<file path="src/rtl/alu_pkg.sv">
// rtl/alu_pkg.sv - shared opcodes, FSM states and slice/group geometry for the ALU slice engine
package alu_pkg;

  localparam int SLICE_W          = 4;
  localparam int GROUP_W          = 16;
  localparam int SLICES_PER_GROUP = GROUP_W / SLICE_W;

  localparam logic [2:0] OP_ADD   = 3'b000;
  localparam logic [2:0] OP_SUB   = 3'b001;
  localparam logic [2:0] OP_AND   = 3'b010;
  localparam logic [2:0] OP_OR    = 3'b011;
  localparam logic [2:0] OP_XOR   = 3'b100;
  localparam logic [2:0] OP_PASSA = 3'b101;

  typedef enum logic [1:0] {
    S_IDLE = 2'd0,
    S_CALC = 2'd1,
    S_DONE = 2'd2
  } state_e;

  // ADD and SUB share the adder path (SUB arrives with b already inverted)
  function automatic logic is_arith(input logic [2:0] op);
    return (op == OP_ADD) || (op == OP_SUB);
  endfunction

endpackage

</file>
<file path="src/rtl/alu4_slice.sv">
// rtl/alu4_slice.sv - 4-bit ALU slice with active-low group generate/propagate
module alu4_slice
  import alu_pkg::*;
(
  input  logic [SLICE_W-1:0] a_i,
  input  logic [SLICE_W-1:0] b_i,
  input  logic [2:0]         op_i,
  input  logic               c_i,
  output logic [SLICE_W-1:0] f_o,
  output logic               g_n_o,
  output logic               p_n_o
);

  logic [SLICE_W-1:0] gen_bits;
  logic [SLICE_W-1:0] prop_bits;
  logic               grp_g;

  assign gen_bits  = a_i & b_i;
  assign prop_bits = a_i ^ b_i;

  // Slice generate/propagate depend only on operands, never on c_i, so the
  // lookahead in the engine has no combinational path back through a slice
  always_comb begin
    grp_g = 1'b0;
    for (int i = 0; i < SLICE_W; i++) begin
      grp_g = gen_bits[i] | (prop_bits[i] & grp_g);
    end
    g_n_o = 1'b1;
    p_n_o = 1'b1;
    if (is_arith(op_i)) begin
      g_n_o = ~grp_g;
      p_n_o = ~(&prop_bits);
    end
  end

  // Function output; 11x opcodes yield zero
  always_comb begin
    f_o = '0;
    case (op_i)
      OP_ADD, OP_SUB: f_o = a_i + b_i + {{(SLICE_W-1){1'b0}}, c_i};
      OP_AND:         f_o = a_i & b_i;
      OP_OR:          f_o = a_i | b_i;
      OP_XOR:         f_o = a_i ^ b_i;
      OP_PASSA:       f_o = a_i;
      default:        f_o = '0;
    endcase
  end

endmodule

</file>
<file path="src/rtl/alu_slice_engine.sv">
// rtl/alu_slice_engine.sv - multi-cycle bit-sliced ALU, one 16-bit group per cycle; ALU_OVF_FLAG_EN adds signed overflow output ovf
module alu_slice_engine
  import alu_pkg::*;
#(
  parameter int WIDTH = 32
) (
  input  logic             clk,
  input  logic             rst,
  input  logic             in_valid,
  output logic             in_ready,
  input  logic [WIDTH-1:0] a,
  input  logic [WIDTH-1:0] b,
  input  logic [2:0]       op,
  input  logic             cin,
  output logic             out_valid,
  input  logic             out_ready,
  output logic [WIDTH-1:0] result,
  output logic             cout,
  output logic             zero
`ifdef ALU_OVF_FLAG_EN
  ,
  output logic             ovf
`endif
);

  localparam int NGROUPS = WIDTH / GROUP_W;
  localparam int IDXW    = (NGROUPS > 1) ? $clog2(NGROUPS) : 1;
  localparam int GSH     = $clog2(GROUP_W);
  localparam logic [IDXW-1:0] LAST_IDX = IDXW'(NGROUPS - 1);

  if (((WIDTH % GROUP_W) != 0) || (WIDTH < GROUP_W)) begin : g_width_chk
    $error("alu_slice_engine: WIDTH must be a non-zero multiple of 16");
  end

  state_e           state_q, state_d;
  logic [WIDTH-1:0] a_q, a_d;
  logic [WIDTH-1:0] b_q, b_d;
  logic [2:0]       op_q, op_d;
  logic             carry_q, carry_d;
  logic [IDXW-1:0]  idx_q, idx_d;
  logic [WIDTH-1:0] result_q, result_d;
  logic             cout_q, cout_d;
  logic             zero_q, zero_d;
  logic             valid_q, valid_d;
`ifdef ALU_OVF_FLAG_EN
  logic             ovf_q, ovf_d;
  logic             c_msb;
`endif

  logic [IDXW+GSH-1:0]         base;
  logic [GROUP_W-1:0]          grp_a, grp_b, grp_f;
  logic [SLICES_PER_GROUP-1:0] g_n, p_n;
  logic [SLICES_PER_GROUP:0]   c;

  assign base  = {idx_q, {GSH{1'b0}}};
  assign grp_a = a_q[base +: GROUP_W];
  assign grp_b = b_q[base +: GROUP_W];

  for (genvar j = 0; j < SLICES_PER_GROUP; j++) begin : g_slice
    alu4_slice u_slice (
      .a_i   (grp_a[j*SLICE_W +: SLICE_W]),
      .b_i   (grp_b[j*SLICE_W +: SLICE_W]),
      .op_i  (op_q),
      .c_i   (c[j]),
      .f_o   (grp_f[j*SLICE_W +: SLICE_W]),
      .g_n_o (g_n[j]),
      .p_n_o (p_n[j])
    );
  end

  // Group lookahead: slice carries from active-low G/P, seeded by the rippled carry
  always_comb begin
    c    = '0;
    c[0] = carry_q;
    for (int j = 0; j < SLICES_PER_GROUP; j++) begin
      c[j+1] = ~g_n[j] | (~p_n[j] & c[j]);
    end
  end

`ifdef ALU_OVF_FLAG_EN
  // Carry into the top bit recovered from its sum: a ^ b ^ f
  assign c_msb = grp_a[GROUP_W-1] ^ grp_b[GROUP_W-1] ^ grp_f[GROUP_W-1];
`endif

  // Next-state and datapath update; zero is evaluated over the completed
  // result in the first DONE cycle, so out_valid rises one cycle later
  always_comb begin
    state_d  = state_q;
    a_d      = a_q;
    b_d      = b_q;
    op_d     = op_q;
    carry_d  = carry_q;
    idx_d    = idx_q;
    result_d = result_q;
    cout_d   = cout_q;
    zero_d   = zero_q;
    valid_d  = valid_q;
`ifdef ALU_OVF_FLAG_EN
    ovf_d    = ovf_q;
`endif
    in_ready = (state_q == S_IDLE);
    case (state_q)
      S_IDLE: begin
        if (in_valid) begin
          a_d     = a;
          b_d     = (op == OP_SUB) ? ~b : b;
          op_d    = op;
          carry_d = (op == OP_SUB) ? 1'b1 : cin;
          idx_d   = '0;
          state_d = S_CALC;
        end
      end
      S_CALC: begin
        result_d[base +: GROUP_W] = grp_f;
        carry_d = c[SLICES_PER_GROUP];
        idx_d   = idx_q + 1'b1;
        if (idx_q == LAST_IDX) begin
          cout_d  = is_arith(op_q) & c[SLICES_PER_GROUP];
`ifdef ALU_OVF_FLAG_EN
          ovf_d   = is_arith(op_q) & (c_msb ^ c[SLICES_PER_GROUP]);
`endif
          state_d = S_DONE;
        end
      end
      S_DONE: begin
        if (!valid_q) begin
          zero_d  = ~(|result_q);
          valid_d = 1'b1;
        end else if (out_ready) begin
          valid_d = 1'b0;
          state_d = S_IDLE;
        end
      end
      default: state_d = S_IDLE;
    endcase
  end

  // State and datapath registers with synchronous reset
  always_ff @(posedge clk) begin
    if (rst) begin
      state_q  <= S_IDLE;
      a_q      <= '0;
      b_q      <= '0;
      op_q     <= '0;
      carry_q  <= 1'b0;
      idx_q    <= '0;
      result_q <= '0;
      cout_q   <= 1'b0;
      zero_q   <= 1'b0;
      valid_q  <= 1'b0;
`ifdef ALU_OVF_FLAG_EN
      ovf_q    <= 1'b0;
`endif
    end else begin
      state_q  <= state_d;
      a_q      <= a_d;
      b_q      <= b_d;
      op_q     <= op_d;
      carry_q  <= carry_d;
      idx_q    <= idx_d;
      result_q <= result_d;
      cout_q   <= cout_d;
      zero_q   <= zero_d;
      valid_q  <= valid_d;
`ifdef ALU_OVF_FLAG_EN
      ovf_q    <= ovf_d;
`endif
    end
  end

  assign out_valid = valid_q;
  assign result    = result_q;
  assign cout      = cout_q;
  assign zero      = zero_q;
`ifdef ALU_OVF_FLAG_EN
  assign ovf       = ovf_q;
`endif

endmodule

</file>
<file path="config.mk">
export PLATFORM = sky130hd
export DESIGN_NAME = alu_slice_engine
export DESIGN_NICKNAME = d
export VERILOG_FILES = /design/src/rtl/alu_pkg.sv /design/src/rtl/alu4_slice.sv /design/src/rtl/alu_slice_engine.sv
export SDC_FILE = /design/constraint.sdc
export NUM_CORES = 1
export LEC_CHECK = 0
export BUFFER_PORTS_ARGS = -buffer_cell sky130_fd_sc_hd__clkbuf_2
export CORE_ASPECT_RATIO = 1.25
export CORE_MARGIN = 1.5
export CORE_UTILIZATION = 60
export DETAILED_ROUTE_END_ITERATION = 12
export PLACE_DENSITY_LB_ADDON = 0.15
export SYNTH_ARGS = -nofsm -noshare
export SYNTH_HDL_FRONTEND = slang
export SYNTH_SLANG_ARGS = --single-unit
</file>
<file path="constraint.sdc">
create_clock -name clk -period 13 [get_ports clk]
set_clock_uncertainty 0.2 [all_clocks]
set_input_delay 0.65 -clock clk [delete_from_list [all_inputs] [get_ports clk]]
set_output_delay 0.65 -clock clk [all_outputs]
set_load 0.005 [all_outputs]
</file>
==> flow_metrics.env, run 1 <==
export IMPL_status="complete, no violations"
export IMPL_synthFlopType="dfxtp_1"
export IMPL_synth_area_leaders="dfxtp_1 (36%), a211oi_1 (7.6%), ha_1 (6.9%)"
export IMPL_yosys_area_top_type_share_pct=36.38
export IMPL_syn_avg_cell_area_sq_um=8.333
export IMPL_path_max_fanout=34
export IMPL_drt_pass1_iterations=5
export IMPL_n_antenna_cell=0
export IMPL_grt_overflow_total=0
export IMPL_worst_hold_path_type="reg2reg"
export IMPL_clkTransAtPathRegs_ps=70
export IMPL_power_leakage_nw=2.729
export IMPL_tritoncts_num_buffers=9
export IMPL_finalSetupTns_ps=0
export IMPL_filler_cell_count=812
export IMPL_asyncSetResetFlopFracSynth_pct=0
export IMPL_final_max_slew_violation_count=0
export IMPL_mappedNetlistArea_sq_um=5833
export IMPL_timing_fmax_ghz=0.2279
export IMPL_grt_pass1_wl_mm=23.73
export IMPL_ys_seq_area_share_pct=36.38
export IMPL_antenna_violating_nets_post_route=0
export IMPL_fp_dieW_um=91.19
export IMPL_die_height_um=113.2
export IMPL_shortest_clock_period_the_worst_path_allows_after_layout_ps=4388
export IMPL_nNetsFinal=884
export IMPL_cts_root_buffer="clkbuf_16"
export IMPL_postCtsResizedCells=0
export IMPL_via_per_inst=5.756
export IMPL_worst_pin_slew_ps=1184
export IMPL_areaGrowthSynthToFinish_pct=14.20
export IMPL_holdBufCountCts=0
export IMPL_rsz_0062_raised_after_global_routing="false"
export IMPL_worst_slew_margin_rel_pct=20.93
export IMPL_postCtsSetupBuffers=0
export IMPL_finalWeightedCongestion=0.9520
export IMPL_gr_usage_all_layers_pct=29.00
export IMPL_maxCapViolCount=0
export IMPL_fp_coreArea_sq_um=9509
export IMPL_hpwl_reported_at_the_end_of_detailed_placement_mm=10.79
export IMPL_remaining_drc_errors=0
export IMPL_post_drt_wl_per_cell_um=16.17
export IMPL_total_power_w=0.0008532
export IMPL_die_area_sq_um=10330
export IMPL_worstSetupEndpointType="flip-flop"
export IMPL_synth_edff_count=0
export IMPL_dp_worst_setup_slack_ps=8615
export IMPL_synth_top_cell_by_area="dfxtp_1"
export IMPL_post_route_worst_setup_slack_ps=8612
export IMPL_floorplan_initialDensity_pct=61.34
export IMPL_initialDrtViolationCount=266
export IMPL_synth_seq_cells=106
export IMPL_route_final_wire_length_mm=14.60
export IMPL_powerDensity_nw_per_um2=128.1
export IMPL_grt_antenna_before_repair=0
export IMPL_setup_violations_final=0
export IMPL_timing_critical_path_from_type="flip-flop"
export IMPL_grt_max_degree=107
export IMPL_ys_types=50
export IMPL_layout_cells_most_common_list="dfxtp_1 (106), clkbuf_2 (106), nand2_1 (89), nor2_1 (85), a211oi_1 (59)"
export IMPL_layout_drive_gt1_share_pct=18.66
export IMPL_timing_final_crit_share_pct=33.75
export IMPL_required_time_of_the_worst_setup_path_ps=12980
export IMPL_timing_setup_critical_path_class="reg2reg"
export IMPL_syn_instance_count=700
export IMPL_rows=40
export IMPL_htreeDepth=3
export IMPL_via_count=5198
export IMPL_clkLatencyLatePin_ps=350
export IMPL_final_hold_viol_count=0
export IMPL_tritoncts="yes"
export IMPL_clock_tree_buffer_depth=2
export IMPL_yosysWarningCount=0
export IMPL_peakVddDrop_uv=88.86
export IMPL_first_global_vias=4996
export IMPL_tritoncts_num_sinks=106
export IMPL_boundaryPins=108
export IMPL_numPortBuffers=107
export IMPL_syn_num_nets=812
export IMPL_cp_arrival_ps=4360
path summary, 6_finish.rpt:
path / depth (start not counted) / slack (ps) / to / startpoint
worst max register to register: 13 / 8610 / result[29] / idx_q
worst min-delay path: 2 / 260 / a_q[16] / a_q[16]
worst max-delay path: 13 / 8610 / result[29] / idx_q
worst min register to register: 2 / 260 / a_q[16] / a_q[16]
synthesized netlist by cell type (9+ instances only):
master / instances
dfxtp_1: 106
nand2_1: 89
nor2_1: 85
a211oi_1: 59
a21oi_1: 54
inv_1: 37
xnor2_1: 33
ha_1: 32
clkbuf_1: 28
mux2i_1: 24
buf_2: 19
a22oi_1: 16
o21ai_0: 14
o22ai_1: 13
mux2_2: 9
worst max-delay path, cell delays in order (launching register included):
cell and delay (ps):
dfxtp_1 310, buf_4 440, mux2_2 430, inv_1 120
ha_1 190, a21oi_1 80, o21ai_0 220, a211oi_1 100
or4_2 640, fa_1 440, fa_1 500, o22ai_1 70
a221oi_1 330, a211oi_1 120
sequential cells by signal (all words and copies together) (netlist names):
signal and cells:
a_q 32, b_q 32, result 32, op_q 3, state_q 2, carry_q 1
cout 1, idx_q 1, out_valid 1, zero 1
through the flow:
step	area (sq um)	util, %	instances	hold WS, ps
3_5_place_dp	6347	66.75	887	248.7
4_1_cts	6661	70.05	903	258.7
5_1_grt	6661	70.05	903	288.4
3_3_place_gp	6347	66.75	887	246.5
6_report	6661	70.05	903	257.0
2_1_floorplan	5833	-	700	232.9
layout make-up:
cell class | count | area, sq um | area share, %
repair buffers | 111 | 565.5 | 8.490
multi-input cells | 507 | 3363 | 50.49
clock buffers | 13 | 270.3 | 4.057
flip-flops and latches | 106 | 2122 | 31.86
clock inverters | 3 | 43.79 | 0.6574
inverters | 37 | 138.9 | 2.085
well taps | 126 | 157.7 | 2.367
metal layers:
metal | share of wire [%] | global-route usage, % | vias up | wire (um)
met4 | 3.5 | 13.75 | 0 | 510
met1 | 42 | 34.94 | 2403 | 6085
met3 | 4.8 | 4.032 | 31 | 701
met5 | 0 | 0 | - | 0
li1 | - | - | 2590 | -
met2 | 50 | 50.75 | 174 | 7300
cells by family after synthesis:
family / after synthesis / synth area share [%]
compound gates: 181 / 20.66
xor+xnor: 36 / 5.406
fa+ha+maj: 40 / 9.609
buf+inv: 87 / 6.070
flops: 106 / 36.38
mux: 33 / 5.856
simple gates: 217 / 16.02
power breakdown:
part | total [W] | internal, W | switching, W
logic | 0.000196 | 0.0000803 | 0.000116
clock network | 0.000284 | 0.000166 | 0.000118
registers | 0.000373 | 0.000351 | 0.0000220
Power figures use the tool's default switching activity.
==> run 2, diff against run 1 <==
- CORE_UTILIZATION: 60 -> 56
- clock period: 13 -> 4.3 ns (I/O delays scaled with it)
==> run 2 against run 1 <==
  * Fmax grew 7.7%
  * Flip-flop and latch count unchanged
  * Largest cell class unchanged
  * Sequential power grew to 3.0 times the previous value
  * Final cell count grew 8.7%
  * Sequential share of layout area is 3.4 points lower
  * First-iteration DRC count is 33% higher
  * Non-clock buffer count up 76
  * Via count rose by 8.6%
  * Register-to-register slack got worse by 8400 ps
  * Largest power group unchanged
  * Power rose to 3.2 times the previous value
  * Worst hold slack worse by 140 ps
==> flow_metrics.env, run 2 (synthesis gave the netlist of run 1 again) <==
export IMPL_status="complete, no violations"
export IMPL_fp_dieW_um=94.29
export IMPL_timing_critical_path_from_type="flip-flop"
export IMPL_power_leakage_nw=3.071
export IMPL_worst_pin_slew_ps=1185
export IMPL_htreeDepth=3
export IMPL_floorplan_initialDensity_pct=57.72
export IMPL_powerDensity_nw_per_um2=360.6
export IMPL_via_per_inst=5.751
export IMPL_cp_arrival_ps=4050
export IMPL_shortest_clock_period_the_worst_path_allows_after_layout_ps=4074
export IMPL_path_max_fanout=13
export IMPL_worst_path_dominant_cell_family="adder cells"
export IMPL_layout_drive_gt1_share_pct=18.17
export IMPL_grt_overflow_total=0
export IMPL_first_global_vias=5187
export IMPL_worstSetupEndpointType="flip-flop"
export IMPL_fp_coreArea_sq_um=10110
export IMPL_seq_power_share_pct=42.0
export IMPL_grt_antenna_before_repair=0
export IMPL_die_height_um=117.1
export IMPL_finalSetupTns_ps=0
export IMPL_rows=41
export IMPL_n_antenna_cell=0
export IMPL_nNetsFinal=960
export IMPL_timing_fmax_ghz=0.2454
export IMPL_power_switching_w=0.0008070
export IMPL_postCtsSetupBuffers=0
export IMPL_total_power_w=0.002698
export IMPL_maxCapViolCount=0
export IMPL_worst_hold_path_type="in2reg"
export IMPL_setup_violations_final=0
export IMPL_rsz_0062_raised_after_global_routing="false"
export IMPL_timing_final_crit_share_pct=94.75
export IMPL_final_max_slew_violation_count=0
export IMPL_via_count=5647
export IMPL_power_clock_fraction_pct=33.3
export IMPL_remaining_drc_errors=0
export IMPL_cp_cell_sequence="buf_12, mux2_2, inv_1, ha_1, nand2_1, o211ai_2, a211oi_1, or4_2, fa_1, fa_1, o22ai_1, a221oi_2, a211oi_1"
export IMPL_grt_max_degree=66
export IMPL_final_hold_viol_count=0
export IMPL_timing_critical_path_slowest_cell_delay_ps=630
export IMPL_final_cell_area_sq_um=7482
export IMPL_clock_tree_buffer_depth=2
export IMPL_clkLatencyLatePin_ps=350
export IMPL_required_time_of_the_worst_setup_path_ps=4280
export IMPL_timing_setup_critical_path_class="reg2reg"
export IMPL_gr_usage_all_layers_pct=30.45
export IMPL_clkTransAtPathRegs_ps=70
export IMPL_route_final_wire_length_mm=16.81
export IMPL_initialDrtViolationCount=353
export IMPL_layout_commonest_cell="clkbuf_2"
export IMPL_internal_power_w=0.001891
export IMPL_hpwl_reported_at_the_end_of_detailed_placement_mm=11.28
export IMPL_tritoncts_num_sinks=106
export IMPL_tritoncts_num_buffers=9
export IMPL_grt_pass1_wl_mm=25.57
export IMPL_boundaryPins=108
export IMPL_worstPathBufferInverterCount=2
export IMPL_layout_cells_most_common_list="clkbuf_2 (106), dfxtp_1 (105), nand2_1 (89), nor2_1 (85), dlygate4sd3_1 (69)"
export IMPL_tritoncts="yes"
export IMPL_die_area_sq_um=11040
export IMPL_worst_hold_slack_ps=118.0
export IMPL_areaGrowthSynthToFinish_pct=28.27
export IMPL_antenna_violating_nets_post_route=0
export IMPL_cts_root_buffer="clkbuf_16"
export IMPL_drt_pass1_iterations=5
export IMPL_finalWeightedCongestion=0.9462
export IMPL_part_of_the_total_power_dissipated_in_combinational_logic_pct=24.7
export IMPL_peakVddDrop_uv=205.1
export IMPL_numPortBuffers=107
export IMPL_worst_slew_margin_rel_pct=20.81
export IMPL_placed_cell_area_sq_um=6421
export IMPL_post_drt_wl_per_cell_um=17.12
export IMPL_power_switching_share_pct=29.91
export IMPL_crit_path_top_delay_cell="or4_2"
run 2: cell types whose count changed in the layout (fill, tap and decap cells not counted), moves of 2 or more:
cell	change
clkbuf_8	-2
buf_4	+4
o21ai_0	-2
o21ai_1	+2
dlygate4sd3_1	+69
buf_12	+2
run 2: layout make-up:
class                      count  area [sq um]
clock buffer                  11         242.7
clock inverter                 5         85.08
fill                         759          2624
inverter                      37         138.9
multi-input combinational    507          3377
sequential                   106          2126
tap                          129         161.4
timing repair buffer         187          1351
run 2: stage by stage:
stage,worst slack [ps],cells,util [%]
after floorplan,125.6,700,-
after global placement,227.8,896,63.54
after detailed placement,104.4,896,63.54
after CTS,99.99,981,73.62
after global routing,25.08,982,74.04
final,225.6,982,74.04
run 2: path summary, 6_finish.rpt:
check	startpoint	end	slack, ps	cells after the start
max	idx_q	result[13]	230	13
min	cin	carry_q	120	4
max reg2reg	idx_q	result[13]	230	13
min reg2reg	a_q[14]	a_q[14]	260	2
run 2: worst min-delay path: stages:
cell	delay, ps
clkbuf_2	90
nor3_1	160
or3_1	130
a31oi_1	40
run 2: power by group through the flow:
| stage | logic, W | clock network, W | registers, W |
|---|---|---|---|
| floorplan | 0.000427 | 0 | 0.00112 |
| global placement | 0.000577 | 0 | 0.00115 |
| detailed placement | 0.000598 | 0 | 0.00115 |
| CTS | 0.000648 | 0.000906 | 0.00113 |
| global route | 0.000734 | 0.000938 | 0.00114 |
| finish | 0.000667 | 0.000897 | 0.00113 |
run 2: metal layers:
layer  track usage (%)  up-vias  share of wire [%]
li1                  -     2750                  -
met1             34.77     2642                 39
met2             56.12      211                 52
met3             4.134       44                5.0
met4             13.63        0                3.6
met5                 0        -                  0
run 2: repair_timing:
item	4_1_cts	5_1_grt
endpoints found under the hold margin	70	0
setup endpoints to repair	0	4
hold buffers	69	0
resized for setup	0	6
